**src/rtl/decode_stage_pkg.sv**
```systemverilog
// Shared definitions for the LEGv8 decode stage: widths, opcodes, ALU op
// classes, the XZR index and the instruction classifier.
package decode_stage_pkg;

    localparam int WORD_W   = 64;
    localparam int INSTR_W  = 32;
    localparam int NREG_DEF = 32;
    localparam int XZR_IDX  = NREG_DEF - 1;

    localparam logic [10:0] OP_LDUR = 11'h7C2;
    localparam logic [10:0] OP_STUR = 11'h7C0;
    localparam logic [10:0] OP_ADD  = 11'h458;
    localparam logic [10:0] OP_SUB  = 11'h658;
    localparam logic [10:0] OP_AND  = 11'h450;
    localparam logic [10:0] OP_ORR  = 11'h550;
    localparam logic [7:0]  OP_CBZ  = 8'hB4;
    localparam logic [5:0]  OP_B    = 6'h05;

    localparam logic [1:0] ALU_OP_MEM    = 2'b00;
    localparam logic [1:0] ALU_OP_BRANCH = 2'b01;
    localparam logic [1:0] ALU_OP_RTYPE  = 2'b10;

    typedef enum logic [2:0] {
        CLS_ILLEGAL,
        CLS_LDUR,
        CLS_STUR,
        CLS_RTYPE,
        CLS_CBZ,
        CLS_B
    } instr_cls_e;

    typedef struct packed {
        logic       reg2_loc;
        logic       branch;
        logic       mem_read;
        logic       mem_to_reg;
        logic       mem_write;
        logic       alu_src;
        logic       reg_write;
        logic       uncondbranch;
        logic       illegal;
        logic [1:0] alu_op;
    } ctrl_t;

    // Opcode fields have different widths per format; the wider ones win first.
    function automatic instr_cls_e classify(input logic [31:0] instr);
        instr_cls_e cls;
        cls = CLS_ILLEGAL;
        if (instr[31:21] == OP_LDUR) begin
            cls = CLS_LDUR;
        end else if (instr[31:21] == OP_STUR) begin
            cls = CLS_STUR;
        end else if (instr[31:21] == OP_ADD || instr[31:21] == OP_SUB ||
                     instr[31:21] == OP_AND || instr[31:21] == OP_ORR) begin
            cls = CLS_RTYPE;
        end else if (instr[31:24] == OP_CBZ) begin
            cls = CLS_CBZ;
        end else if (instr[31:26] == OP_B) begin
            cls = CLS_B;
        end
        return cls;
    endfunction

endpackage

```
**src/rtl/decode_regfile.sv**
```systemverilog
// NREG x WORD register file, two combinational read ports, one write port.
// Top index is XZR. Define WB_BYPASS_EN to forward same-cycle write data.
module decode_regfile #(
    parameter int WORD = 64,
    parameter int NREG = 32,
    localparam int AW  = $clog2(NREG)
) (
    input  logic            clk,
    input  logic            rst_n,
    input  logic [AW-1:0]   rd_addr1_i,
    input  logic [AW-1:0]   rd_addr2_i,
    output logic [WORD-1:0] rd_data1_o,
    output logic [WORD-1:0] rd_data2_o,
    input  logic            wr_en_i,
    input  logic [AW-1:0]   wr_addr_i,
    input  logic [WORD-1:0] wr_data_i
);

    localparam logic [AW-1:0] XZR = AW'(NREG - 1);

    logic [WORD-1:0] regs_q [NREG];
    logic            wr_ok;

    assign wr_ok = wr_en_i && (wr_addr_i != XZR);

    always_ff @(posedge clk or negedge rst_n) begin
        if (!rst_n) begin
            for (int i = 0; i < NREG; i++) begin
                regs_q[i] <= '0;
            end
        end else if (wr_ok) begin
            regs_q[wr_addr_i] <= wr_data_i;
        end
    end

    always_comb begin
        rd_data1_o = (rd_addr1_i == XZR) ? '0 : regs_q[rd_addr1_i];
        rd_data2_o = (rd_addr2_i == XZR) ? '0 : regs_q[rd_addr2_i];
`ifdef WB_BYPASS_EN
        // wr_ok already excludes XZR, so a forwarded value is never nonzero XZR.
        if (wr_ok && (wr_addr_i == rd_addr1_i)) begin
            rd_data1_o = wr_data_i;
        end
        if (wr_ok && (wr_addr_i == rd_addr2_i)) begin
            rd_data2_o = wr_data_i;
        end
`endif
    end

endmodule

```
**src/rtl/decode_stage.sv**
```systemverilog
// LEGv8 pipelined decode stage: control decode, register read, immediate
// sign extension and load-use bubble, registered into ID/EX. Optional WB_BYPASS_EN.
module decode_stage
    import decode_stage_pkg::*;
#(
    parameter int WORD      = WORD_W,
    parameter int NREG      = NREG_DEF,
    parameter int INSTR_LEN = INSTR_W,
    localparam int AW       = $clog2(NREG)
) (
    input  logic                 clk,
    input  logic                 rst_n,
    input  logic                 in_valid,
    output logic                 in_ready,
    input  logic [INSTR_LEN-1:0] instruction_in,
    input  logic                 wr_en,
    input  logic [AW-1:0]        wr_addr,
    input  logic [WORD-1:0]      wr_data,
    output logic                 out_valid,
    input  logic                 out_ready,
    output logic                 reg2_loc,
    output logic                 branch,
    output logic                 mem_read,
    output logic                 mem_to_reg,
    output logic                 mem_write,
    output logic                 alu_src,
    output logic                 reg_write,
    output logic                 uncondbranch,
    output logic                 illegal,
    output logic [1:0]           alu_op,
    output logic [AW-1:0]        read_register1,
    output logic [AW-1:0]        read_register2,
    output logic [AW-1:0]        write_register,
    output logic [WORD-1:0]      read_data1,
    output logic [WORD-1:0]      read_data2,
    output logic [WORD-1:0]      sign_extended_output
);

    localparam logic [AW-1:0] XZR = AW'(NREG - 1);

    logic [31:0]     instr;
    instr_cls_e      cls;
    ctrl_t           ctrl_d;
    logic [WORD-1:0] imm_d;
    logic            uses_rs2;
    logic [AW-1:0]   rr1_d;
    logic [AW-1:0]   rr2_d;
    logic [AW-1:0]   wreg_d;
    logic [WORD-1:0] rd1_d;
    logic [WORD-1:0] rd2_d;

    logic            out_valid_q;
    logic            out_valid_d;
    ctrl_t           ctrl_q;
    logic [AW-1:0]   rr1_q;
    logic [AW-1:0]   rr2_q;
    logic [AW-1:0]   wreg_q;
    logic [WORD-1:0] rd1_q;
    logic [WORD-1:0] rd2_q;
    logic [WORD-1:0] imm_q;

    logic            load_pending;
    logic            hazard;
    logic            accept;

    assign instr = instruction_in[31:0];
    assign cls   = classify(instr);

    always_comb begin
        ctrl_d   = '0;
        imm_d    = '0;
        uses_rs2 = 1'b0;
        case (cls)
            CLS_LDUR: begin
                ctrl_d.alu_src    = 1'b1;
                ctrl_d.mem_read   = 1'b1;
                ctrl_d.mem_to_reg = 1'b1;
                ctrl_d.reg_write  = 1'b1;
                ctrl_d.alu_op     = ALU_OP_MEM;
                imm_d             = {{(WORD-9){instr[20]}}, instr[20:12]};
            end
            CLS_STUR: begin
                ctrl_d.reg2_loc   = 1'b1;
                ctrl_d.alu_src    = 1'b1;
                ctrl_d.mem_write  = 1'b1;
                ctrl_d.alu_op     = ALU_OP_MEM;
                imm_d             = {{(WORD-9){instr[20]}}, instr[20:12]};
                uses_rs2          = 1'b1;
            end
            CLS_RTYPE: begin
                ctrl_d.reg_write  = 1'b1;
                ctrl_d.alu_op     = ALU_OP_RTYPE;
                uses_rs2          = 1'b1;
            end
            CLS_CBZ: begin
                ctrl_d.reg2_loc   = 1'b1;
                ctrl_d.branch     = 1'b1;
                ctrl_d.alu_op     = ALU_OP_BRANCH;
                imm_d             = {{(WORD-19){instr[23]}}, instr[23:5]};
                uses_rs2          = 1'b1;
            end
            CLS_B: begin
                ctrl_d.uncondbranch = 1'b1;
                imm_d               = {{(WORD-26){instr[25]}}, instr[25:0]};
            end
            default: begin
                ctrl_d.illegal = 1'b1;
            end
        endcase
    end

    assign rr1_d  = AW'(instr[9:5]);
    assign rr2_d  = ctrl_d.reg2_loc ? AW'(instr[4:0]) : AW'(instr[20:16]);
    assign wreg_d = AW'(instr[4:0]);

    decode_regfile #(
        .WORD (WORD),
        .NREG (NREG)
    ) u_regfile (
        .clk        (clk),
        .rst_n      (rst_n),
        .rd_addr1_i (rr1_d),
        .rd_addr2_i (rr2_d),
        .rd_data1_o (rd1_d),
        .rd_data2_o (rd2_d),
        .wr_en_i    (wr_en),
        .wr_addr_i  (wr_addr),
        .wr_data_i  (wr_data)
    );

    // Handshake: a transfer happens on a side when its valid and ready are both
    // high at the rising edge. in_ready depends on out_ready and the hazard
    // compare only, never on in_valid of the same side, except that a hazard is
    // raised only against a presented instruction.
    assign load_pending = out_valid_q && ctrl_q.mem_read && (wreg_q != XZR);
    assign hazard       = in_valid && load_pending &&
                          ((wreg_q == rr1_d) || (uses_rs2 && (wreg_q == rr2_d)));
    assign in_ready     = (!out_valid_q || out_ready) && !hazard;
    assign accept       = in_valid && in_ready;

    // A hazard with out_ready high drains the load without refilling: the bubble.
    always_comb begin
        out_valid_d = out_valid_q;
        if (accept) begin
            out_valid_d = 1'b1;
        end else if (out_ready) begin
            out_valid_d = 1'b0;
        end
    end

    always_ff @(posedge clk or negedge rst_n) begin
        if (!rst_n) begin
            out_valid_q <= 1'b0;
            ctrl_q      <= '0;
            rr1_q       <= '0;
            rr2_q       <= '0;
            wreg_q      <= '0;
            rd1_q       <= '0;
            rd2_q       <= '0;
            imm_q       <= '0;
        end else begin
            out_valid_q <= out_valid_d;
            if (accept) begin
                ctrl_q <= ctrl_d;
                rr1_q  <= rr1_d;
                rr2_q  <= rr2_d;
                wreg_q <= wreg_d;
                rd1_q  <= rd1_d;
                rd2_q  <= rd2_d;
                imm_q  <= imm_d;
            end
        end
    end

    assign out_valid            = out_valid_q;
    assign reg2_loc             = ctrl_q.reg2_loc;
    assign branch               = ctrl_q.branch;
    assign mem_read             = ctrl_q.mem_read;
    assign mem_to_reg           = ctrl_q.mem_to_reg;
    assign mem_write            = ctrl_q.mem_write;
    assign alu_src              = ctrl_q.alu_src;
    assign reg_write            = ctrl_q.reg_write;
    assign uncondbranch         = ctrl_q.uncondbranch;
    assign illegal              = ctrl_q.illegal;
    assign alu_op               = ctrl_q.alu_op;
    assign read_register1       = rr1_q;
    assign read_register2       = rr2_q;
    assign write_register       = wreg_q;
    assign read_data1           = rd1_q;
    assign read_data2           = rd2_q;
    assign sign_extended_output = imm_q;

endmodule

```
**config.mk**
```make
export PLATFORM = sky130hd
export DESIGN_NAME = decode_stage
export DESIGN_NICKNAME = d
export VERILOG_FILES = /design/src/rtl/decode_stage_pkg.sv /design/src/rtl/decode_regfile.sv /design/src/rtl/decode_stage.sv
export SDC_FILE = /design/constraint.sdc
export NUM_CORES = 2
export LEC_CHECK = 0
export BUFFER_PORTS_ARGS = -buffer_cell sky130_fd_sc_hd__buf_2
export CORE_MARGIN = 2
export CORE_UTILIZATION = 30
export DETAILED_ROUTE_END_ITERATION = 8
export GPL_ROUTABILITY_DRIVEN = 0
export GPL_TIMING_DRIVEN = 0
export PLACE_DENSITY = 0.55
export SETUP_SLACK_MARGIN = 0.02
export SLEW_MARGIN = 20
export SYNTH_ARGS = -nofsm -noshare
export SYNTH_HDL_FRONTEND = slang
export SYNTH_SLANG_ARGS = --single-unit
```
**constraint.sdc**
```tcl
create_clock -name clk -period 3.3 [get_ports clk]
set_input_delay 0.165 -clock clk [delete_from_list [all_inputs] [get_ports clk]]
set_output_delay 0.165 -clock clk [all_outputs]
set_load 0.02 [all_outputs]
```
==> impl_metrics.json <==
{
  "status": "finished, violations left",
  "violations": "negative setup slack",
  "fin_setup_tns_ns": -8.21,
  "hpwlAfterDp_um": 403000,
  "critical_path_arrival_ns": 4.26,
  "synth_top_area_share": 0.475,
  "synthesis.area_um2": 117000,
  "synth_area_leaders": "dfrtp_1 47%, mux2_2 23%, mux4_2 7.9%",
  "peakVddDrop_v": 0.000480,
  "cp_max_fo": 10,
  "synth_seq_cells": 2227,
  "clock_skew_ns": 0.0580,
  "max_slew_margin": 0.0995,
  "ys.flop_type": "dfrtp_1",
  "syn-num-nets": 9381,
  "rsz0062_at_grt": "yes",
  "drt_iter0_drc": 11800,
  "end_kind": "flop",
  "grt_antenna_before_repair": 69,
  "area_delta_synth_final_pct": 18.7,
  "clockBufferDepth": 4,
  "regArea_um2": 55700,
  "cts-root-buf": "clkbuf_16",
  "layout_min_cycle_time_ns": 3.45,
  "drv_slew": 0,
  "drc": 0,
  "rows": 229,
  "clock_sinks": 2227,
  "crit_path_start_kind": "flop",
  "p_leak_nw": 60.7,
  "die_w_um": 630,
  "required_ns": 4.11,
  "pre_cts_ws_ns": -2.46,
  "yosysWarningCount": 0,
  "h-tree-depth": 4,
  "clkLatencyLatePin_ns": 0.97,
  "yosysMostFrequentCell": "mux2_2",
  "syn_avg_cell_area_um2": 12.7,
  "die_h_um": 630,
  "drive_above_1_share": 0.415,
  "grt_pass1_vias": 89100,
  "finalCritPeriodShare": 1.04,
  "cap_viol_max_count": 0,
  "multi_input_area_um2": 58100,
  "hold_path.class": "in2reg",
  "tritoncts": "yes",
  "async_reset_ff_frac": 1.00,
  "fmax_mhz": 290,
  "vias": 91900,
  "vias_per_cell": 5.91,
  "floorplan.initialDensity": 0.302,
  "setup_ws_ns": -0.148,
  "io-pin-count": 326,
  "wirelength_um": 569000,
  "dr.pass1.iters": 6,
  "fillCellCount": 38300,
  "numCtsBuffers": 241,
  "numPortBuffers": 317,
  "ys_top_cells_by_count": "2366 x mux2_2, 2227 x dfrtp_1, 919 x nand2_1",
  "grt_pass1_wl_um": 767000,
  "power_density_nw_per_um2": 599,
  "worst_slew_pin_slew_ns": 1.35,
  "grt_max_degree": 132,
  "nets": 10200,
  "path_class": "reg2reg",
  "synth_cell_type_count": 62,
  "setup_viol": 137,
  "hold_violations": 0,
  "synth_edf_count": 0,
  "routedWlPerCell_um": 36.6,
  "ant_nets": 0,
  "fp.coreArea_um2": 389000,
  "overflow": 0,
  "synth-seq-area-share": 0.475,
  "dieArea_um2": 396000,
  "synth.largest_area_cell": "dfrtp_1",
  "clk_pin_slew_ns": 0.06,
  "grt_usage": 0.279,
  "synthCells": 9275
}
-- final cells by class --
cell class / count / share of cell area
multi-input cells: 5999 / 0.417
flip-flops and latches: 2227 / 0.400
clock buffers: 368 / 0.0520
well taps: 5197 / 0.0467
repair buffers: 554 / 0.0388
plain buffers: 1039 / 0.0381
clock inverters: 70 / 0.00576
diodes: 91 / 0.00163
inverters: 4 / 0.000108
-- worst paths after layout --
path,start,to,slack (ns),depth (start not counted)
min in group asynchronous,rst_n,read_data1[52],0.18,3
max in group asynchronous,rst_n,u_regfile.regs_q[1811],0.35,8
max,write_register[2],read_data1[28],-0.15,10
min,instruction_in[22],mem_write,0.05,5
max reg2reg,write_register[2],read_data1[28],-0.15,10
min reg2reg,read_data1[58],read_data1[58],0.47,2
-- layer usage --
layer / wire length, um / track usage / part of all wire
met5: 169 / 0.00350 / 0.00030
met4: 51800 / 0.218 / 0.091
met3: 59900 / 0.0901 / 0.11
met2: 244000 / 0.411 / 0.43
met1: 213000 / 0.336 / 0.37
-- critical path, stage by stage (launching register included) --
cell and delay [ns]:
dfrtp_4 0.63, buf_4 0.32, buf_4 0.31, xnor2_2 0.16, o2111ai_2 0.15, buf_4 0.17, o21ai_4 0.45, buf_12 0.29
buf_12 0.27, buf_8 0.26, o31ai_1 0.12
-- kinds of logic (layout without fill, tap and decap cells) --
| logic type | Yosys count | count (layout) | share of synthesized area |
|---|---|---|---|
| buffers and inverters | 1049 | 2035 | 0.0375 |
| AND/OR/NAND/NOR | 1348 | 1348 | 0.0488 |
| other | 0 | 91 | 0 |
| flip-flops | 2227 | 2227 | 0.475 |
| XOR/XNOR | 8 | 8 | 0.000597 |
| AO/OA/AOI/OAI | 1073 | 1073 | 0.0649 |
| multiplexers | 3570 | 3570 | 0.373 |
-- report_power, final --
part	total (mW)	switching (mW)	internal [mW]	leakage, nW
Clock	28.5	12.4	16.1	3.99
Sequential	36.4	3.99	32.4	28.6
Combinational	18.5	9.51	9.01	28.2
Total	83.5	25.9	57.6	60.7
-- repair_timing --
action,4_1_cts,5_1_grt
hold buffers,105,0
setup endpoints to repair,180,174
setup buffers,9,7
pin swaps,9,17
cloned,0,1
endpoints found under the hold margin,1657,0
resized for setup,308,148
-- state kept, by name, summed over array words and instances (netlist names) --
register              cells
uncondbranch              1
read_register1            5
alu_op                    1
sign_extended_output     26
mem_read                  1
out_valid                 1
reg2_loc                  1
read_data1               64
read_register2            5
read_data2               64
write_register            5
alu_src                   1
reg_write                 1
illegal                   1
branch                    1
mem_write                 1
u_regfile.regs_q       2048
-- layout by cell type, fill, tap and decap left out, types with 69 or more instances in the layout --
master / synthesis / final
a21oi_1: 73 / 72
a221oi_1: 136 / 82
a31oi_1: 70 / 69
buf_2: 102 / 396
buf_4: 84 / 133
clkbuf_1: 778 / 569
clkbuf_16: 0 / 244
clkbuf_2: 1 / 238
clkbuf_8: 0 / 71
dfrtp_1: 2227 / 2220
diode_2: 0 / 91
dlygate4sd3_1: 0 / 103
mux2_2: 2366 / 2366
mux2i_1: 792 / 792
mux4_2: 412 / 412
nand2_1: 919 / 915
nand3_1: 265 / 265
o21ai_0: 193 / 193
o22ai_1: 127 / 127
-- stage by stage --
stage	power (mW)	std cells	hold slack (ns)	cell area [um^2]	util
after global placement	53.6	14800	0.443	125000	0.322
after detailed placement	54.3	14900	-0.0430	128000	0.330
after global routing	86.1	15500	0.0381	139000	0.358
final	83.5	15500	0.0451	139000	0.358
after CTS	82.8	15500	0.00690	138000	0.356
after floorplan	47.2	9275	-0.131	117000	-
Note: power is estimated with default switching activity, not from simulation.
